$ cat src/rtl/seg_pkg.sv
// Shared constants for the seven-segment scan driver: active-low glyphs, digit width, update-flag states.
// Latency: n/a (definitions only).
// Backpressure: n/a.
package seg_pkg;

    localparam int BCD_W = 4;

    // Glyphs are {CG,CF,CE,CD,CC,CB,CA}, active-low (0 = segment lit).
    localparam logic [6:0] SEG_0    = 7'b1000000;
    localparam logic [6:0] SEG_1    = 7'b1111001;
    localparam logic [6:0] SEG_2    = 7'b0100100;
    localparam logic [6:0] SEG_3    = 7'b0110000;
    localparam logic [6:0] SEG_4    = 7'b0011001;
    localparam logic [6:0] SEG_5    = 7'b0010010;
    localparam logic [6:0] SEG_6    = 7'b0000010;
    localparam logic [6:0] SEG_7    = 7'b1111000;
    localparam logic [6:0] SEG_8    = 7'b0000000;
    localparam logic [6:0] SEG_9    = 7'b0010000;
    localparam logic [6:0] SEG_DASH = 7'b0111111;
    localparam logic [6:0] SEG_OFF  = 7'b1111111;

    // Update path: a staged value is either absent or waiting for the frame boundary.
    typedef enum logic {
        IDLE    = 1'b0,
        PENDING = 1'b1
    } upd_state_t;

endpackage

$ cat src/rtl/bcd_to_7seg.sv
// Combinational BCD nibble to active-low seven-segment glyph; non-decimal nibbles render as a dash.
// Latency: 0 cycles (pure combinational). Backpressure: none.
// Ports: bcd (4-bit digit in), seg (7-bit {CG..CA} glyph out, active-low).
module bcd_to_7seg
    import seg_pkg::*;
(
    input  logic [BCD_W-1:0] bcd,
    output logic [6:0]       seg
);

    always_comb begin
        seg = SEG_DASH;
        case (bcd)
            4'd0: seg = SEG_0;
            4'd1: seg = SEG_1;
            4'd2: seg = SEG_2;
            4'd3: seg = SEG_3;
            4'd4: seg = SEG_4;
            4'd5: seg = SEG_5;
            4'd6: seg = SEG_6;
            4'd7: seg = SEG_7;
            4'd8: seg = SEG_8;
            4'd9: seg = SEG_9;
            default: seg = SEG_DASH;
        endcase
    end

endmodule

$ cat src/rtl/seg_display_mux.sv
// Time-multiplexed common-anode seven-segment driver; staged BCD updates commit only at frame boundaries.
// Latency: AN/SEG/DP registered, 1 cycle behind idx/disp_reg; bcd_valid to display <= one frame + 1 cycle.
// Backpressure: none; bcd_valid always accepted, last strobe before a commit wins.
// Ports: CLK100MHZ, CPU_RESETN (sync, active-low); bcd_in/dp_in/bcd_valid staged input;
//        AN (active-low anodes), SEG {CG..CA} and DP (active-low cathodes); upd_pending, frame_done status.
// Optional: define SEGMUX_LZ_BLANK_EN for leading-zero blanking (digit 0 never blanked).
module seg_display_mux
    import seg_pkg::*;
#(
    parameter int NUM_DIGITS  = 8,
    parameter int REFRESH_DIV = 100000
) (
    input  logic                        CLK100MHZ,
    input  logic                        CPU_RESETN,
    input  logic [BCD_W*NUM_DIGITS-1:0] bcd_in,
    input  logic [NUM_DIGITS-1:0]       dp_in,
    input  logic                        bcd_valid,
    output logic [NUM_DIGITS-1:0]       AN,
    output logic [6:0]                  SEG,
    output logic                        DP,
    output logic                        upd_pending,
    output logic                        frame_done
);

    localparam int TICK_W = $clog2(REFRESH_DIV);
    localparam int IDX_W  = $clog2(NUM_DIGITS);
    localparam logic [TICK_W-1:0] TICK_LAST = TICK_W'(REFRESH_DIV - 1);
    localparam logic [IDX_W-1:0]  IDX_LAST  = IDX_W'(NUM_DIGITS - 1);

    logic [TICK_W-1:0] tick_cnt;
    logic [IDX_W-1:0]  idx;
    logic              tick;
    logic              commit;

    logic [NUM_DIGITS-1:0][BCD_W-1:0] pend_bcd;
    logic [NUM_DIGITS-1:0][BCD_W-1:0] disp_bcd;
    logic [NUM_DIGITS-1:0]            pend_dp;
    logic [NUM_DIGITS-1:0]            disp_dp;

    upd_state_t upd_state;
    upd_state_t upd_next;

    logic [6:0] glyph;
    logic       blank;

    assign tick   = (tick_cnt == TICK_LAST);
    assign commit = tick && (idx == IDX_LAST);

    // Scan loop: slot counter and digit index.
    always_ff @(posedge CLK100MHZ) begin
        if (!CPU_RESETN) begin
            tick_cnt <= '0;
            idx      <= '0;
        end else if (tick) begin
            tick_cnt <= '0;
            idx      <= (idx == IDX_LAST) ? '0 : idx + IDX_W'(1);
        end else begin
            tick_cnt <= tick_cnt + TICK_W'(1);
        end
    end

    // Update flag state register.
    always_ff @(posedge CLK100MHZ) begin
        if (!CPU_RESETN) begin
            upd_state <= IDLE;
        end else begin
            upd_state <= upd_next;
        end
    end

    // A strobe on the commit cycle bypasses straight to disp, so it never raises the flag.
    always_comb begin
        upd_next = upd_state;
        case (upd_state)
            IDLE:    if (bcd_valid && !commit) upd_next = PENDING;
            PENDING: if (commit)               upd_next = IDLE;
            default: upd_next = IDLE;
        endcase
    end

    assign upd_pending = (upd_state == PENDING);

    // Staging and committed value registers.
    always_ff @(posedge CLK100MHZ) begin
        if (!CPU_RESETN) begin
            pend_bcd   <= '0;
            pend_dp    <= '0;
            disp_bcd   <= '0;
            disp_dp    <= '0;
            frame_done <= 1'b0;
        end else begin
            frame_done <= commit;
            if (bcd_valid && !commit) begin
                pend_bcd <= bcd_in;
                pend_dp  <= dp_in;
            end
            if (commit) begin
                if (bcd_valid) begin
                    disp_bcd <= bcd_in;
                    disp_dp  <= dp_in;
                end else if (upd_state == PENDING) begin
                    disp_bcd <= pend_bcd;
                    disp_dp  <= pend_dp;
                end
            end
        end
    end

    bcd_to_7seg u_dec (
        .bcd (disp_bcd[idx]),
        .seg (glyph)
    );

`ifdef SEGMUX_LZ_BLANK_EN
    // zero_from[i] = digits i..top of the committed value are all zero.
    logic [NUM_DIGITS-1:0] zero_from;

    always_comb begin
        zero_from = '0;
        zero_from[NUM_DIGITS-1] = (disp_bcd[NUM_DIGITS-1] == '0);
        for (int i = NUM_DIGITS - 2; i >= 0; i--) begin
            zero_from[i] = zero_from[i+1] && (disp_bcd[i] == '0);
        end
    end

    assign blank = (idx != '0) && zero_from[idx];
`else
    assign blank = 1'b0;
`endif

    // Output registers: present the digit selected by the current idx one edge later.
    always_ff @(posedge CLK100MHZ) begin
        if (!CPU_RESETN) begin
            AN  <= '1;
            SEG <= SEG_OFF;
            DP  <= 1'b1;
        end else if (blank) begin
            AN  <= '1;
            SEG <= SEG_OFF;
            DP  <= 1'b1;
        end else begin
            AN  <= ~(NUM_DIGITS'(1) << idx);
            SEG <= glyph;
            DP  <= ~disp_dp[idx];
        end
    end

endmodule

$ cat config.mk
export PLATFORM = sky130hd
export DESIGN_NAME = seg_display_mux
export DESIGN_NICKNAME = d
export VERILOG_FILES = /design/src/rtl/seg_pkg.sv /design/src/rtl/bcd_to_7seg.sv /design/src/rtl/seg_display_mux.sv
export SDC_FILE = /design/constraint.sdc
export NUM_CORES = 1
export LEC_CHECK = 0
export ABC_CLOCK_PERIOD_IN_PS = 6650
export CORE_ASPECT_RATIO = 0.7
export CORE_MARGIN = 2
export CORE_UTILIZATION = 59
export CTS_CLUSTER_SIZE = 10
export DETAILED_ROUTE_END_ITERATION = 10
export GPL_TIMING_DRIVEN = 0
export HOLD_SLACK_MARGIN = 0.15
export PLACE_DENSITY = 0.83
export SETUP_SLACK_MARGIN = 0.15
export SYNTH_ARGS = -nofsm -noshare
export SYNTH_HDL_FRONTEND = slang
export SYNTH_SLANG_ARGS = --single-unit
$ cat constraint.sdc
create_clock -name CLK100MHZ -period 6.65 [get_ports CLK100MHZ]
set_input_delay 0.9975 -clock CLK100MHZ [delete_from_list [all_inputs] [get_ports CLK100MHZ]]
set_output_delay 0.9975 -clock CLK100MHZ [all_outputs]
set_load 0.02 [all_outputs]
# Word level (Yosys, flattened, before mapping)
# Memory sizes are Yosys's and may differ from the RTL's. A register that Yosys moved wholly into a read port is not among the register bits.
# Cells that the tools add are included.
dict set report totals {
  out_inout_bits 18
  in_bits 43
  mem_bits_rw 0
  mem_bits_ro 112
  mem_count 1
  register_bits 111
  latch_bits 0
}
# name words width read_ports rd_clocked_by_memory_dff wr line_no
set mem_list {}
lappend mem_list {{(name not given)} 16 7 1 1 0 bcd_to_7seg.sv:13} ;# case (bcd)
dict set report op_classes {
  n_eq_ne 2
  order_cmp 1
  div_mod_pow 0
  addsub 2
  n_reduce_logical 7
  n_mux 12
  shift 1
  mul 0
  n_bitwise 4
}
# operator n
set ops {}
lappend ops {{two-way mux 32 bit} 2}
lappend ops {{adder 17 x 1 -> 17 bit, second input constant} 1}
lappend ops {{equality test 17 bit, second input constant} 1}
lappend ops {{two-way mux 8 bit} 2}
lappend ops {{binary-select mux 4 bit (select 3 bit)} 1}
lappend ops {{inverter 8 bit} 1}
lappend ops {{<< shifter 1 x 3 -> 8 bit, first input constant} 1}
lappend ops {{< comparator 3 x 4 -> 1 bit, second input constant} 1}
lappend ops {{two-way mux 4 bit} 1}
lappend ops {{adder 3 x 1 -> 3 bit, second input constant} 1}
lappend ops {{binary-select mux 1 bit (select 3 bit)} 1}
lappend ops {{equality test 3 bit, second input constant} 1}
lappend ops {{two-way mux 1 bit} 3}
lappend ops {{two-way mux 3 bit} 1}
lappend ops {{inverter 1 bit} 3}
lappend ops {{logical AND 1 bit} 2}
lappend ops {{logical NOT 1 bit} 2}
lappend ops {{case mux 1 bit (2 select lines)} 1}
lappend ops {{AND reduction 2 bit} 1}
lappend ops {{nonzero test 2 bit} 1}
lappend ops {{OR reduction 2 bit} 1}

# Longest topological paths before layout
dict set report depth {
  depth_word 6
  depth_mapped 8
}

# By module
# A second synthesis with hierarchy kept.
dict set report unflattened {
  cells_unflattened 674
  area_unflattened_um2 6159.7
}
# module seq_area_each_um2 area_per_inst_um2 instances cells_each
set by_module_without_submodules {}
lappend by_module_without_submodules {seg_display_mux 2362.3 5919.4 1 643}
lappend by_module_without_submodules {bcd_to_7seg 0.0 240.2 1 31}

# Least setup slack after synthesis
# Ideal clock, no wire load.
dict set report synth_timing {
  path_kind {input to register}
  startpoint {input bcd_valid}
  endpoint {register disp_bcd[0] (netlist bit)}
  setup_slack_ps 4366
  t_arrival_ps 2167
  stages 7
  setup_time_ps 116
  path_cell_list {clkbuf_1 > or2_2 > clkbuf_1 > and3_1 > buf_2 > buf_6 > o211a_1}
}
dict set report synth_between {
  elab_chain_len 2
  word_cells_on_any_way 3
}
# item line_no
set synth_lines {}
lappend synth_lines {{start: declaration} seg_display_mux.sv:17} ;# input logic bcd_valid,
lappend synth_lines {{nonzero test 2 bit (no line)} --}
lappend synth_lines {{AND reduction 2 bit (no line)} --}
lappend synth_lines {{end signal: assignment} seg_display_mux.sv:99} ;# disp_bcd <= bcd_in;
lappend synth_lines {{end signal: assignment} seg_display_mux.sv:102} ;# disp_bcd <= pend_bcd;
lappend synth_lines {{end: declaration} seg_display_mux.sv:36} ;# logic [NUM_DIGITS-1:0][BCD_W-1:0] disp_bcd;
# Several ways; a longest one is shown, not always the timed one.
# A chain may end at the register's enable or synchronous reset.

# Worst setup path in the final report
dict set report layout_timing {
  startpoint {register idx[0]}
  endpoint {register SEG[6]}
}
dict set report layout_between {
  elab_chain_len 2
}
# item line_no
set layout_lines {}
lappend layout_lines {{start: declaration} seg_display_mux.sv:31} ;# logic [IDX_W-1:0] idx;
lappend layout_lines {{start signal: assignment} seg_display_mux.sv:56} ;# idx <= (idx == IDX_LAST) ? '0 : idx + IDX_W'(1);
lappend layout_lines {{binary-select mux 4 bit (select 3 bit)} seg_display_mux.sv:110} ;# .bcd (disp_bcd[idx]),
lappend layout_lines {{two-way mux 4 bit (not written as such)} seg_display_mux.sv:110}
lappend layout_lines {{end: declaration} seg_display_mux.sv:19} ;# output logic [6:0] SEG,
# Every way passes these cells. The select of a mux whose other input is x is not followed.

==> results.cfg <==
[setup_path]
cp_top_family = multiplexers
reg2reg_capture_point = SEG[6]
crit_arrival_ns = 2.93
cp_slowest_stage_delay_ns = 0.60
critical_path.slowest_cell = sky130_fd_sc_hd__mux4_2
crit_path_max_fanout = 10
path_buf_inv = 3
critPathLaunchType = flip-flop
timing.rr.start = idx[0]
r2r_cells = 8
critical_path.cell_chain = buf_2 > mux4_2 > mux2i_1 > inv_1 > ha_1 > inv_1 > mux2_2 > o21ai_0
regToRegSetupSlack_ns = 4.00
critPathRequiredTime_ns = 6.93
category_of_the_critical_setup_timing_path = reg2reg
critPathMostFrequentCell = sky130_fd_sc_hd__inv_1
timing.critical_path.to_type = flip-flop

[yosys]
synth.distinct_cells = 38
synth.yosys.seq_area_share = 0.431
number_of_synthesized_register_bits = 118
synthCells = 552
synth_area_per_cell_um2 = 9.93
yosys_warnings = 0
syn_nets = 607
post_synth_instance_area_mm2 = 0.00548

[route]
detail_route.drc_violations = 0
routed_wl_um = 13700
detailedRoute.firstIterationViolations = 408
routed-via-count = 4581
via_per_inst = 5.98
count_of_tritonroute_iterations_in_the_first_routing_pass = 5
postRouteAntennaNets = 0
wl_per_cell_um = 17.9

[die]
placeableCoreArea_mm2 = 0.00903
top_level_ports = 61
initial_core_util = 0.607
design.die.area_mm2 = 0.0101
chipWidth_um = 119
row_count = 29
floorplan.die.height_um = 84.6

[worst_hold_path]
min_to = pend_bcd[16]
holdPathStages = 2
hp-start = pend_bcd[16]
hold_class = reg2reg

[final_layout]
postLayoutCellArea_mm2 = 0.00681
layout.nets = 684
finish.cell_count_without_fillers = 766
area_delta_synth_final_pct = 24.2
ant_diodes = 0
layout-drive-gt1-share = 0.0966

[cts]
cts.repair.resized = 0
tritoncts_clock_tree = done
post_cts.repair.setup_buffers = 0
clk_slew_on_worst_s_h_paths_ns = 0.05
cts_hold_repair.buffers = 0
clock-root-buffer = sky130_fd_sc_hd__clkbuf_16
clock_buffer_count_from_cts = 17
clock_tree.buffer_depth = 2
htreeDepth = 4
cts.sink_count = 118
insertion_delay_ns = 0.42

[pwr]
ir_drop_uv = 177
finalPower_mw = 1.78
combinational_cell_fraction_of_total_power = 0.072
switching_share = 0.221
total_switching_power_mw = 0.394
cellInternalPower_mw = 1.39
clkPwrFrac = 0.514
p_leak_nw = 3.25
seq_power_share = 0.414
power.density_cell_area_mw_per_mm2 = 262

[sta]
clock_skew_ns = 0.00658
finalCritPeriodShare = 0.399
achievable-frequency_ghz = 0.377
slew_headroom = 0.442
setup_total_negative_slack_ns = 0
timing.final.hold_violations = 0
report.final.slew_viol_count = 0
setup_viol_count_final = 0
grt_setup_unrepaired = false
timing.final.crit_period_ns = 2.65
worst_pin_slew_ns = 0.836

[global_route]
globalRouteOverflowTotal = 0
grt_pass1_vias = 4522
groute.usage.overall = 0.286
pin_count_of_the_biggest_net_entering_global_routing = 17
antenna_found_initial = 0
grt_pass1_wl_um = 22500

[place]
gp_congestion = 0.884
detailedPlacementHpwl_um = 9430
placed_insts = 734
post_dp_cell_area_mm2 = 0.00622
buffer_ports.inserted = 58

[outcome]
status = complete, no violations

[flow_run]
cap_violations = 0
placed cells by master (no fill, tap or decap), types with 6 or more instances in the layout:
cell type / count
sky130_fd_sc_hd__a21oi_1: 6
sky130_fd_sc_hd__buf_2: 7
sky130_fd_sc_hd__clkbuf_1: 35
sky130_fd_sc_hd__clkbuf_16: 17
sky130_fd_sc_hd__clkdlybuf4s50_1: 58
sky130_fd_sc_hd__clkinv_2: 8
sky130_fd_sc_hd__dfxtp_1: 118
sky130_fd_sc_hd__ha_1: 12
sky130_fd_sc_hd__inv_1: 9
sky130_fd_sc_hd__mux2i_1: 86
sky130_fd_sc_hd__mux4_2: 10
sky130_fd_sc_hd__nand2_1: 95
sky130_fd_sc_hd__nand3_1: 8
sky130_fd_sc_hd__nand4_1: 47
sky130_fd_sc_hd__nor2_1: 15
sky130_fd_sc_hd__o211a_1: 41
sky130_fd_sc_hd__o21ai_0: 7
sky130_fd_sc_hd__xor2_1: 6
worst register-to-register path: cells and delay by family (launching register included):
family	cells	cell delay, ns
flops	1	0.55
fa+ha+maj	1	0.19
buf+inv	3	0.61
mux	3	1.09
compound gates	1	0.06
routing by layer:
layer,global-route usage,vias to the layer above,part of all wire
met1,0.374,2209,0.45
met3,0.0740,34,0.071
met4,0.109,0,0.016
met5,0,-,0
li1,-,2144,-
met2,0.457,194,0.47
how the worst max path moves through the flow:
stage / startpoint / endpoint / slack, ns / cells past startpoint
CTS: idx[0] / SEG[6] / 4.02 / 8
global route: idx[0] / SEG[6] / 3.72 / 8
detailed placement: bcd_valid / disp_bcd[2] / 3.85 / 5
global placement: bcd_valid / disp_bcd[2] / 3.85 / 5
floorplan: bcd_valid / disp_bcd[0] / 4.37 / 7
finish: idx[0] / SEG[6] / 4.00 / 8
logic make-up after synthesis:
logic type	share of synthesized area
fa+ha+maj	0.0274
compound gates	0.0959
xor+xnor	0.0176
flops	0.431
mux	0.206
simple gates	0.170
buf+inv	0.0523
flip-flops by register name, indices dropped and copies added, names as in the netlist:
signal and count:
pend_dp 8, SEG 7, upd_pending 1, disp_dp 8, tick_cnt 17, frame_done 1, AN 8, idx 3
disp_bcd 32, DP 1, pend_bcd 32
power groups by stage:
| stage | clock network (mW) | registers (mW) | logic [mW] |
|---|---|---|---|
| after floorplan | 0 | 0.753 | 0.0688 |
| after global placement | 0 | 0.751 | 0.122 |
| after detailed placement | 0 | 0.752 | 0.126 |
| after CTS | 0.916 | 0.738 | 0.128 |
| after global routing | 0.952 | 0.740 | 0.139 |
| final | 0.915 | 0.738 | 0.129 |
Yosys cell counts:
master                     count  area, um^2
sky130_fd_sc_hd__dfxtp_1     118        2360
sky130_fd_sc_hd__nand2_1      95         357
sky130_fd_sc_hd__mux2i_1      86         861
sky130_fd_sc_hd__nand4_1      47         294
sky130_fd_sc_hd__o211a_1      41         410
sky130_fd_sc_hd__clkbuf_1     33         124
sky130_fd_sc_hd__nor2_1       15        56.3
sky130_fd_sc_hd__ha_1         12         150
sky130_fd_sc_hd__mux4_2       10         225
sky130_fd_sc_hd__inv_1         9        33.8
sky130_fd_sc_hd__nand3_1       8        40.0
sky130_fd_sc_hd__buf_2         7        35.0
sky130_fd_sc_hd__o21ai_0       7        35.0
sky130_fd_sc_hd__a21oi_1       6        30.0
sky130_fd_sc_hd__xor2_1        6        52.6
sky130_fd_sc_hd__buf_4         5        37.5
sky130_fd_sc_hd__xnor2_1       5        43.8
sky130_fd_sc_hd__a32oi_1       4        35.0
sky130_fd_sc_hd__and3_1        4        25.0
sky130_fd_sc_hd__buf_6         4        45.0
sky130_fd_sc_hd__mux2_2        4        45.0
sky130_fd_sc_hd__or3_1         4        25.0
sky130_fd_sc_hd__and2_1        3        18.8
sky130_fd_sc_hd__nor2b_1       3        18.8
sky130_fd_sc_hd__buf_1         2        7.51
sky130_fd_sc_hd__or4bb_1       2        22.5
sky130_fd_sc_hd__a21boi_0      1        7.51
sky130_fd_sc_hd__a21boi_1      1        7.51
sky130_fd_sc_hd__and3b_1       1        8.76
sky130_fd_sc_hd__and4_1        1        8.76
sky130_fd_sc_hd__clkinv_1      1        3.75
sky130_fd_sc_hd__nand2b_1      1        6.26
sky130_fd_sc_hd__nand4b_1      1        8.76
sky130_fd_sc_hd__nor3_1        1        5.00
sky130_fd_sc_hd__nor4_1        1        6.26
sky130_fd_sc_hd__nor4_2        1        12.5
sky130_fd_sc_hd__or2_2         1        6.26
sky130_fd_sc_hd__or4b_1        1        10.0
cell type report:
class | instances | area, um^2
Timing Repair Buffer | 58 | 581
Sequential cell | 118 | 2360
Multi-Input combinational cell | 373 | 2830
Clock inverter | 11 | 130
Fill cell | 617 | 2230
Clock buffer | 21 | 460
Inverter | 10 | 37.5
Buffer | 51 | 249
Tap cell | 124 | 155
through the flow:
stage                     hold slack (ns)  worst slack [ns]  utilization
after global routing                0.475              3.72        0.753
after CTS                           0.458              4.02        0.753
final                               0.458              4.00        0.753
after global placement              0.442              3.85        0.688
after detailed placement            0.448              3.85        0.688
after floorplan                     0.434              4.37            -
(Power assumes the default switching activity.)
